===== src/rtl/mrd_tlp_gen_pkg.sv =====
// Shared definitions for the MRd TLP generator: TLP/TRN constants, FSM encoding
// and the 3DW memory-read header builder.
package mrd_tlp_gen_pkg;

    localparam logic [1:0] FMT_3DW_NODATA = 2'b00;
    localparam logic [4:0] TYPE_MRD       = 5'b00000;

    localparam logic [7:0] REM_ALL   = 8'h00;
    localparam logic [7:0] REM_UPPER = 8'h0F;

    typedef enum logic [1:0] {
        ST_IDLE = 2'd0,
        ST_REQ  = 2'd1,
        ST_HDR0 = 2'd2,
        ST_HDR1 = 2'd3
    } state_t;

    typedef struct packed {
        logic [31:0] dw0;
        logic [31:0] dw1;
        logic [31:0] dw2;
    } mrd_hdr_t;

    // A length of 1024 DWs naturally truncates to a zero length field.
    function automatic mrd_hdr_t build_mrd32_hdr(
        input logic [10:0] len,
        input logic [15:0] req_id,
        input logic [7:0]  tag,
        input logic [31:0] addr
    );
        mrd_hdr_t   hdr;
        logic [3:0] last_be;
        last_be = (len == 11'd1) ? 4'h0 : 4'hF;
        hdr.dw0 = {1'b0, FMT_3DW_NODATA, TYPE_MRD, 14'h0000, len[9:0]};
        hdr.dw1 = {req_id, tag, last_be, 4'hF};
        hdr.dw2 = addr & 32'hFFFF_FFFC;
        return hdr;
    endfunction

endpackage


===== src/rtl/mrd_tlp_gen_if.sv =====
// TX arbiter handshake plus TRN transmit bus between the MRd generator and the core.
interface mrd_tlp_gen_if;

    logic        req_o;
    logic        gnt_i;
    logic [63:0] trn_td_o;
    logic [7:0]  trn_trem_n_o;
    logic        trn_tsof_n_o;
    logic        trn_teof_n_o;
    logic        trn_tsrc_rdy_n_o;
    logic        trn_tdst_rdy_n_i;

    modport master (
        output req_o,
        output trn_td_o,
        output trn_trem_n_o,
        output trn_tsof_n_o,
        output trn_teof_n_o,
        output trn_tsrc_rdy_n_o,
        input  gnt_i,
        input  trn_tdst_rdy_n_i
    );

    modport slave (
        input  req_o,
        input  trn_td_o,
        input  trn_trem_n_o,
        input  trn_tsof_n_o,
        input  trn_teof_n_o,
        input  trn_tsrc_rdy_n_o,
        output gnt_i,
        output trn_tdst_rdy_n_i
    );

endinterface


===== src/rtl/mrd_tlp_gen.sv =====
// DMA read-channel MRd request generator: issues 3DW MRd TLPs on the 64-bit TRN bus
// while the flow controller permits, and reports the running sent-TLP count.
module mrd_tlp_gen
    import mrd_tlp_gen_pkg::*;
#(
    parameter int TAG_WIDTH = 5
) (
    input  logic              clk,
    input  logic              rst_n,
    input  logic              init_rst_i,
    input  logic              mrd_start_fc_i,
    input  logic [31:0]       mrd_addr_i,
    input  logic [10:0]       mrd_len_i,
    input  logic [15:0]       mrd_count_i,
    input  logic [15:0]       cfg_completer_id_i,
    mrd_tlp_gen_if.master     tx,
    output logic [31:0]       mrd_tlp_sent_o,
    output logic              mrd_done_o
);

    state_t                 state_reg;
    state_t                 state_next;
    mrd_hdr_t               hdr_reg;
    logic [TAG_WIDTH-1:0]   tag_reg;
    logic [31:0]            cur_addr_reg;
    logic [31:0]            sent_reg;
    logic                   done_reg;
    logic                   init_seen_reg;

    logic                   issue_ok;
    logic                   in_hdr;
    logic                   hdr1_accept;
    logic                   hdr_load;
    logic [7:0]             tag_field;

    assign tag_field   = 8'(tag_reg);
    assign issue_ok    = mrd_start_fc_i && (sent_reg[15:0] < mrd_count_i) && !init_rst_i;
    assign in_hdr      = (state_reg == ST_HDR0) || (state_reg == ST_HDR1);
    assign hdr1_accept = (state_reg == ST_HDR1) && !tx.trn_tdst_rdy_n_i;
    assign hdr_load    = (state_reg == ST_REQ) && (state_next == ST_HDR0);

    always_ff @(posedge clk or negedge rst_n) begin
        if (!rst_n) begin
            state_reg <= ST_IDLE;
        end else begin
            state_reg <= state_next;
        end
    end

    // Once granted, a TLP always runs to EOF; only IDLE/REQ react to throttle or re-init.
    always_comb begin
        state_next = state_reg;
        case (state_reg)
            ST_IDLE: begin
                if (issue_ok) state_next = ST_REQ;
            end
            ST_REQ: begin
                if (init_rst_i)           state_next = ST_IDLE;
                else if (tx.gnt_i)        state_next = ST_HDR0;
                else if (!mrd_start_fc_i) state_next = ST_IDLE;
            end
            ST_HDR0: begin
                if (!tx.trn_tdst_rdy_n_i) state_next = ST_HDR1;
            end
            ST_HDR1: begin
                if (!tx.trn_tdst_rdy_n_i) state_next = ST_IDLE;
            end
            default: state_next = ST_IDLE;
        endcase
    end

    always_comb begin
        tx.req_o            = 1'b0;
        tx.trn_td_o         = 64'h0;
        tx.trn_trem_n_o     = REM_ALL;
        tx.trn_tsof_n_o     = 1'b1;
        tx.trn_teof_n_o     = 1'b1;
        tx.trn_tsrc_rdy_n_o = 1'b1;
        case (state_reg)
            ST_REQ: begin
                tx.req_o = 1'b1;
            end
            ST_HDR0: begin
                tx.req_o            = 1'b1;
                tx.trn_td_o         = {hdr_reg.dw0, hdr_reg.dw1};
                tx.trn_tsof_n_o     = 1'b0;
                tx.trn_tsrc_rdy_n_o = 1'b0;
            end
            ST_HDR1: begin
                tx.req_o            = 1'b1;
                tx.trn_td_o         = {hdr_reg.dw2, 32'h0};
                tx.trn_trem_n_o     = REM_UPPER;
                tx.trn_teof_n_o     = 1'b0;
                tx.trn_tsrc_rdy_n_o = 1'b0;
            end
            default: ;
        endcase
    end

    // The header is frozen at grant so a re-init reload cannot alter a TLP in flight;
    // init_seen_reg keeps that TLP from being counted against the new run.
    always_ff @(posedge clk or negedge rst_n) begin
        if (!rst_n) begin
            hdr_reg       <= '0;
            tag_reg       <= '0;
            cur_addr_reg  <= 32'h0;
            sent_reg      <= 32'h0;
            done_reg      <= 1'b0;
            init_seen_reg <= 1'b0;
        end else begin
            if (init_rst_i) begin
                sent_reg     <= 32'h0;
                tag_reg      <= '0;
                cur_addr_reg <= mrd_addr_i;
            end else if (hdr1_accept && !init_seen_reg) begin
                sent_reg     <= sent_reg + 32'd1;
                tag_reg      <= tag_reg + TAG_WIDTH'(1);
                cur_addr_reg <= cur_addr_reg + {19'd0, mrd_len_i, 2'b00};
            end

            if (hdr1_accept) begin
                init_seen_reg <= 1'b0;
            end else if (init_rst_i && in_hdr) begin
                init_seen_reg <= 1'b1;
            end

            if (hdr_load) begin
                hdr_reg <= build_mrd32_hdr(mrd_len_i, cfg_completer_id_i, tag_field, cur_addr_reg);
            end

            done_reg <= (sent_reg[15:0] == mrd_count_i);
        end
    end

    assign mrd_tlp_sent_o = sent_reg;
    assign mrd_done_o     = done_reg;

endmodule


===== src/flat_wrapper.sv =====
// flat-port wrapper written by rule: the top's interface ports become plain ports
module mrd_tlp_gen_flat import mrd_tlp_gen_pkg::*;
#(
    parameter int TAG_WIDTH = 5
)
  (clk, rst_n, init_rst_i, mrd_start_fc_i, mrd_addr_i, mrd_len_i, mrd_count_i, cfg_completer_id_i, mrd_tlp_sent_o, mrd_done_o, tx_req_o, tx_trn_td_o, tx_trn_trem_n_o, tx_trn_tsof_n_o, tx_trn_teof_n_o, tx_trn_tsrc_rdy_n_o, tx_gnt_i, tx_trn_tdst_rdy_n_i);
  mrd_tlp_gen_if tx_i ();
  input  logic clk;
  input  logic rst_n;
  input  logic init_rst_i;
  input  logic mrd_start_fc_i;
  input  logic [31:0] mrd_addr_i;
  input  logic [10:0] mrd_len_i;
  input  logic [15:0] mrd_count_i;
  input  logic [15:0] cfg_completer_id_i;
  output logic [31:0] mrd_tlp_sent_o;
  output logic mrd_done_o;
  output wire logic [$bits(tx_i.req_o)-1:0] tx_req_o;
  output wire logic [$bits(tx_i.trn_td_o)-1:0] tx_trn_td_o;
  output wire logic [$bits(tx_i.trn_trem_n_o)-1:0] tx_trn_trem_n_o;
  output wire logic [$bits(tx_i.trn_tsof_n_o)-1:0] tx_trn_tsof_n_o;
  output wire logic [$bits(tx_i.trn_teof_n_o)-1:0] tx_trn_teof_n_o;
  output wire logic [$bits(tx_i.trn_tsrc_rdy_n_o)-1:0] tx_trn_tsrc_rdy_n_o;
  input wire logic [$bits(tx_i.gnt_i)-1:0] tx_gnt_i;
  input wire logic [$bits(tx_i.trn_tdst_rdy_n_i)-1:0] tx_trn_tdst_rdy_n_i;
  assign tx_req_o = tx_i.req_o;
  assign tx_trn_td_o = tx_i.trn_td_o;
  assign tx_trn_trem_n_o = tx_i.trn_trem_n_o;
  assign tx_trn_tsof_n_o = tx_i.trn_tsof_n_o;
  assign tx_trn_teof_n_o = tx_i.trn_teof_n_o;
  assign tx_trn_tsrc_rdy_n_o = tx_i.trn_tsrc_rdy_n_o;
  assign tx_i.gnt_i = tx_gnt_i;
  assign tx_i.trn_tdst_rdy_n_i = tx_trn_tdst_rdy_n_i;
  mrd_tlp_gen #(.TAG_WIDTH(TAG_WIDTH)) u_core (.clk(clk), .rst_n(rst_n), .init_rst_i(init_rst_i), .mrd_start_fc_i(mrd_start_fc_i), .mrd_addr_i(mrd_addr_i), .mrd_len_i(mrd_len_i), .mrd_count_i(mrd_count_i), .cfg_completer_id_i(cfg_completer_id_i), .tx(tx_i), .mrd_tlp_sent_o(mrd_tlp_sent_o), .mrd_done_o(mrd_done_o));
endmodule

===== config.mk =====
export PLATFORM = sky130hd
export DESIGN_NAME = mrd_tlp_gen_flat
export DESIGN_NICKNAME = d
export VERILOG_FILES = /design/src/rtl/mrd_tlp_gen_pkg.sv /design/src/rtl/mrd_tlp_gen_if.sv /design/src/rtl/mrd_tlp_gen.sv /design/src/flat_wrapper.sv
export SDC_FILE = /design/constraint.sdc
export NUM_CORES = 1
export LEC_CHECK = 0
export CORE_MARGIN = 8
export CORE_UTILIZATION = 32
export CTS_BUF_LIST = sky130_fd_sc_hd__clkbuf_4 sky130_fd_sc_hd__clkbuf_8 sky130_fd_sc_hd__clkbuf_16
export DETAILED_ROUTE_END_ITERATION = 7
export PLACE_DENSITY = 0.55
export SLEW_MARGIN = 10
export SYNTH_ARGS = -nofsm -noshare
export SYNTH_HDL_FRONTEND = slang
export SYNTH_SLANG_ARGS = --single-unit

===== constraint.sdc =====
create_clock -name clk -period 2.8 [get_ports clk]
set_input_delay 0.42 -clock clk [delete_from_list [all_inputs] [get_ports clk]]
set_output_delay 0.42 -clock clk [all_outputs]
set_load 0.02 [all_outputs]

After elaboration in Yosys (flattened, before gate mapping)
Index checks and enable logic that the tools add are counted.
{"block": "classes", "order_cmp": 1, "reduce_logical": 15, "add_sub_neg": 3, "muxes": 22, "n_eq_ne": 6}
{"cell": "32-bit 2-to-1 mux", "n": 4}
{"cell": "64-bit case mux with 2 select lines", "n": 1}
{"cell": "32-bit by 1-bit adder with 32-bit output (second input constant)", "n": 1}
{"cell": "32-bit by 13-bit adder with 32-bit output", "n": 1}
{"cell": "16-bit == test", "n": 1}
{"cell": "16-bit less-than comparator", "n": 1}
{"cell": "2-bit 2-to-1 mux", "n": 6}
{"cell": "11-bit by 1-bit == test with 1-bit output (second input constant)", "n": 1}
{"cell": "5-bit 2-to-1 mux", "n": 2}
{"cell": "4-bit 2-to-1 mux", "n": 2}
{"cell": "2-bit case mux with 4 select lines", "n": 1}
{"cell": "2-bit == test (second input constant)", "n": 3}
{"cell": "1-bit logical AND", "n": 6}
{"cell": "1-bit 2-to-1 mux", "n": 6}
{"cell": "5-bit by 1-bit adder with 5-bit output (second input constant)", "n": 1}
{"cell": "2-bit nonzero test", "n": 2}
{"cell": "1-bit zero test", "n": 3}
{"cell": "3-bit OR reduction", "n": 1}
{"cell": "2-bit by 1-bit == test with 1-bit output (second input constant)", "n": 1}
{"cell": "2-bit zero test", "n": 1}
{"cell": "2-bit OR reduction", "n": 1}
{"cell": "1-bit logical OR", "n": 1}
{"block": "totals", "out_inout_bits": 109, "in_bits": 81, "wordCells": 56, "ff_bits": 142}

Logic depth before layout (Yosys ltp)
{"block": "depth", "depth_word": 7, "mapped_depth": 9, "ltp_nobuf": 8}

Worst setup path before layout
No wires, ideal clock.
{"block": "synth_path", "path_kind": "input to register", "from": "input port mrd_len_i[0]", "to": "register u_core.cur_addr_reg[22]", "setup_slack_ns": 0.416, "stages": 8, "required_ns": 2.669, "t_arrival_ns": 2.253, "n_path_buf": 0, "setup_time_ns": 0.131, "path_cell_list": "ha_1 > fa_1 > a211oi_1 > o21bai_1 > o211ai_1 > a211oi_1 > xnor2_1 > o21ai_1"}
{"block": "synth_via", "elab_chain_len": 3}
{"item": "start: declaration", "line": "flat_wrapper.sv:13", "rtl": "input logic [10:0] mrd_len_i;"}
{"item": "32-bit by 13-bit adder with 32-bit output", "line": "mrd_tlp_gen.sv:118", "rtl": "cur_addr_reg <= cur_addr_reg + {19'd0, mrd_len_i, 2'b00};"}
{"item": "32-bit 2-to-1 mux", "line": "mrd_tlp_gen.sv:115", "rtl": "end else if (hdr1_accept && !init_seen_reg) begin"}
{"item": "32-bit 2-to-1 mux", "line": "mrd_tlp_gen.sv:111", "rtl": "if (init_rst_i) begin"}
{"item": "end signal: assignment", "line": "mrd_tlp_gen.sv:114", "rtl": "cur_addr_reg <= mrd_addr_i;"}
{"item": "end signal: assignment", "line": "mrd_tlp_gen.sv:118"}
{"item": "end: declaration", "line": "mrd_tlp_gen.sv:25", "rtl": "logic [31:0] cur_addr_reg;"}
Every way passes these cells. The select of a mux whose other input is x is not followed.
A chain may end at the register's enable or synchronous reset.

Final worst setup path
{"block": "layout_path", "from": "register u_core.state_reg[0]", "to": "output port tx_trn_td_o[8]"}
{"block": "layout_via", "elab_chain_len": 2, "word_cells_on_any_way": 3, "classes_between": "2 x eq/ne; 1 x mux"}
{"item": "start: declaration", "line": "mrd_tlp_gen.sv:21", "rtl": "state_t state_reg;"}
{"item": "start signal: assignment", "line": "mrd_tlp_gen.sv:46", "rtl": "state_reg <= state_next;"}
{"item": "2-bit == test", "line": "mrd_tlp_gen.sv:79", "rtl": "case (state_reg)"}
{"item": "64-bit case mux with 2 select lines *", "line": "mrd_tlp_gen.sv:79"}
{"item": "end: declaration", "line": "flat_wrapper.sv:19", "rtl": "output wire logic [$bits(tx_i.trn_td_o)-1:0] tx_trn_td_o;"}
Every way passes the cells marked *; elsewhere a longest branch is shown, timed or not.

==> metrics.txt <==
GRT Total Usage 0.154; die area around 0.029 sq mm; DP HPWL 15800 microns; slew margin rel. 0.579; Synth Flop Type dfrtp_1; Pre-Repair DR Iteration Count 4; max reg flops 63; pre-CTS WS -0.0408 ns; worst IR drop on VDD between 0.0003 and 0.0004 V; required time worst endpoint roughly 2.4 ns; post-cts gate resize count 0; setup bufs post-CTS 0; clock-pin transition on the worst setup and hold timing paths approximately 0.06 ns; post-synth top area cell dfrtp_1; Site Rows 56; fin crit share 0.919; DRC 0; Final Skew about 0.010 ns; TritonCTS clock tree done; Design Power about 8 mW; Tightest Hold Check Type in -> reg; area taken by multi-input logic gates 0.00382 sq mm; Routability Congestion 0.773; Max-Cap Viols 0; Max Clk Rate a little under 0.4 GHz; TritonCTS Buffers 17; number of hold buffers added after cts 1; Port Buffer Count 180; overall die width 169 microns; Initial Util 0.323; Post-Synthesis Cells 750; Syn-to-layout area delta 37.5%; Yosys reg bits between 100 and 150; I/O pin count between 150 and 200; Setup CP Type reg -> out; crit end category output pin; ranking of synthesized cells by area dfrtp_1, mux2_2, ha_1; Slew @ Worst Pin 0.631 ns; Synthesis Warnings 0; number of fill cells approximately 2.3k; initial antenna violation count 0; crit path DAT roughly 2.2 ns; EDFF count, synth 0; post-synthesis cell type count 54; Iter 0 DRT Violations 373; Final WS setup approximately 0.23 ns; layout cell share with drive strength beyond 1 0.142; fin crit period 2.57 ns; nets just over 1k; CP max FO 12; ANT nets after route 0; most frequent cells after synthesis dfrtp_1, mux2_2, and3_1, nor2_1, nand2_1; hold path startpoint init_rst_i; register area roughly 0.0034 sq mm; status finished, final reports clean; Routed WL per cell 17.4 microns; largest net degree at the start of global routing between 80 and 90; Power Density 758 mW/mm^2; CTS Sinks 134; GRT Residual Overflow 0; hold violation total from the final report 0; top-area cell type share of the netlist area 0.446; cell with the most instances after synthesis dfrtp_1; Netlist Area Pre-Place about 0.0075 sq mm; core area 0.0233 sq mm; CTS max path bufs 2; via count between 6k and 7k; register area share after synthesis 0.446; start point of the critical path u_core.state_reg[0]$_DFF_PN0_; Final TNS setup 0 ns; Final setup viols 0; H-tree Lvls 4; CP Launch Type register; fraction of registers with async set/reset 1.00; fin. max-slew vios 0; final WL approximately 22000 microns; worst reg2reg path startpoint u_core.cur_addr_reg[2]$_DFFE_PN0P_; Root Buffer clkbuf_16; unrepaired setup endpoints after global routing false; first-pass GRT wire length ~35000 microns; n_diodes 0; die height 169 microns; P_leak ~4.5 nW; clock latency on the worst-skew pair 0.42 ns; Avg Cell Area, Syn between 10 and 15 sq um; DR vias/cell around 4.9; number of global-route vias before repair a little over 6k
power breakdown:
group | internal [mW] | switching [mW] | leakage [nW] | total, mW
clock | 1.59 | 0.877 | 0.320 | 2.47
combinational | 1.31 | 1.37 | 2.52 | 2.68
sequential | 2.42 | 0.269 | 1.68 | 2.69
worst max-delay path, stage by stage, from the launching register on:
cell and delay [ns]:
dfrtp_1 0.40, inv_1 0.28, buf_4 0.24, and3_1 0.16
clkdlybuf4s50_1 0.65
final timing paths:
check,to,slack [ns],depth (start not counted)
setup / recovery,tx_trn_td_o[8],0.23,4
hold / removal,u_core.mrd_tlp_sent_o[20]$_DFFE_PN0P_,0.42,2
setup reg to reg,u_core.cur_addr_reg[24]$_DFFE_PN0P_,0.43,9
hold reg to reg,u_core.hdr_reg[35]$_DFFE_PN0P_,0.46,1
max in group asynchronous,u_core.hdr_reg[65]$_DFFE_PN0P_,1.59,3
min in group asynchronous,u_core.mrd_tlp_sent_o[6]$_DFFE_PN0P_,0.51,2
cell usage in the layout (no fill, tap or decap), types with 4 or more instances in the layout:
| cell type | synthesis | layout |
|---|---|---|
| nand2_1 | 50 | 50 |
| nor3b_1 | 5 | 5 |
| nor2_1 | 52 | 52 |
| bufinv_16 | 0 | 4 |
| clkbuf_8 | 0 | 4 |
| mux2i_1 | 13 | 13 |
| xnor2_1 | 22 | 22 |
| a21o_1 | 14 | 14 |
| a211oi_1 | 5 | 5 |
| nor4b_1 | 4 | 4 |
| clkdlybuf4s50_1 | 0 | 178 |
| clkbuf_16 | 0 | 17 |
| conb_1 | 1 | 7 |
| o21ai_1 | 4 | 4 |
| nor3_1 | 10 | 9 |
| nand4_1 | 19 | 19 |
| and3_1 | 52 | 52 |
| buf_4 | 19 | 22 |
| a21oi_1 | 30 | 30 |
| xor2_1 | 24 | 24 |
| nand3_1 | 35 | 35 |
| nor4_1 | 6 | 6 |
| o21ai_0 | 32 | 32 |
| mux2_2 | 62 | 62 |
| inv_1 | 24 | 24 |
| ha_1 | 29 | 29 |
| dfrtp_1 | 134 | 133 |
| or3_1 | 5 | 5 |
| nor2b_1 | 14 | 14 |
| a22oi_1 | 5 | 5 |
| nand2b_1 | 4 | 4 |
metal layers:
metal	wire length, microns	vias up	share of wire	global-route usage
met5	0	-	0	0
met4	136	0	0.0062	0.0300
met3	1330	13	0.061	0.0395
met2	10000	147	0.46	0.246
met1	10300	3012	0.47	0.209
li1	-	3007	-	-
kinds of logic after synthesis:
group / after synthesis / synth area share
other: 1 / 0.000499
AND/OR/NAND/NOR: 271 / 0.194
AO/OA/AOI/OAI: 114 / 0.0945
flip-flops: 134 / 0.446
adder cells (fa/ha/maj): 30 / 0.0509
XOR/XNOR: 46 / 0.0536
buffers and inverters: 79 / 0.0499
multiplexers: 75 / 0.110
cell type report:
cell class | instances | share of cell area
clock buffers | 21 | 0.0465
repair buffers | 205 | 0.196
well taps | 319 | 0.0386
clock inverters | 11 | 0.0163
flip-flops and latches | 134 | 0.324
multi-input cells | 543 | 0.369
inverters | 24 | 0.00871
through the flow:
step	std cells	utilization	cell area [sq um]	hold WS, ns
detailed placement	1224	0.416	9680	0.395
floorplan	756	-	7540	0.124
finish	1257	0.444	10300	0.421
global placement	1224	0.416	9680	0.395
CTS	1257	0.444	10300	0.408
global route	1257	0.444	10300	0.418
Note: power is estimated with default switching activity, not from simulation.
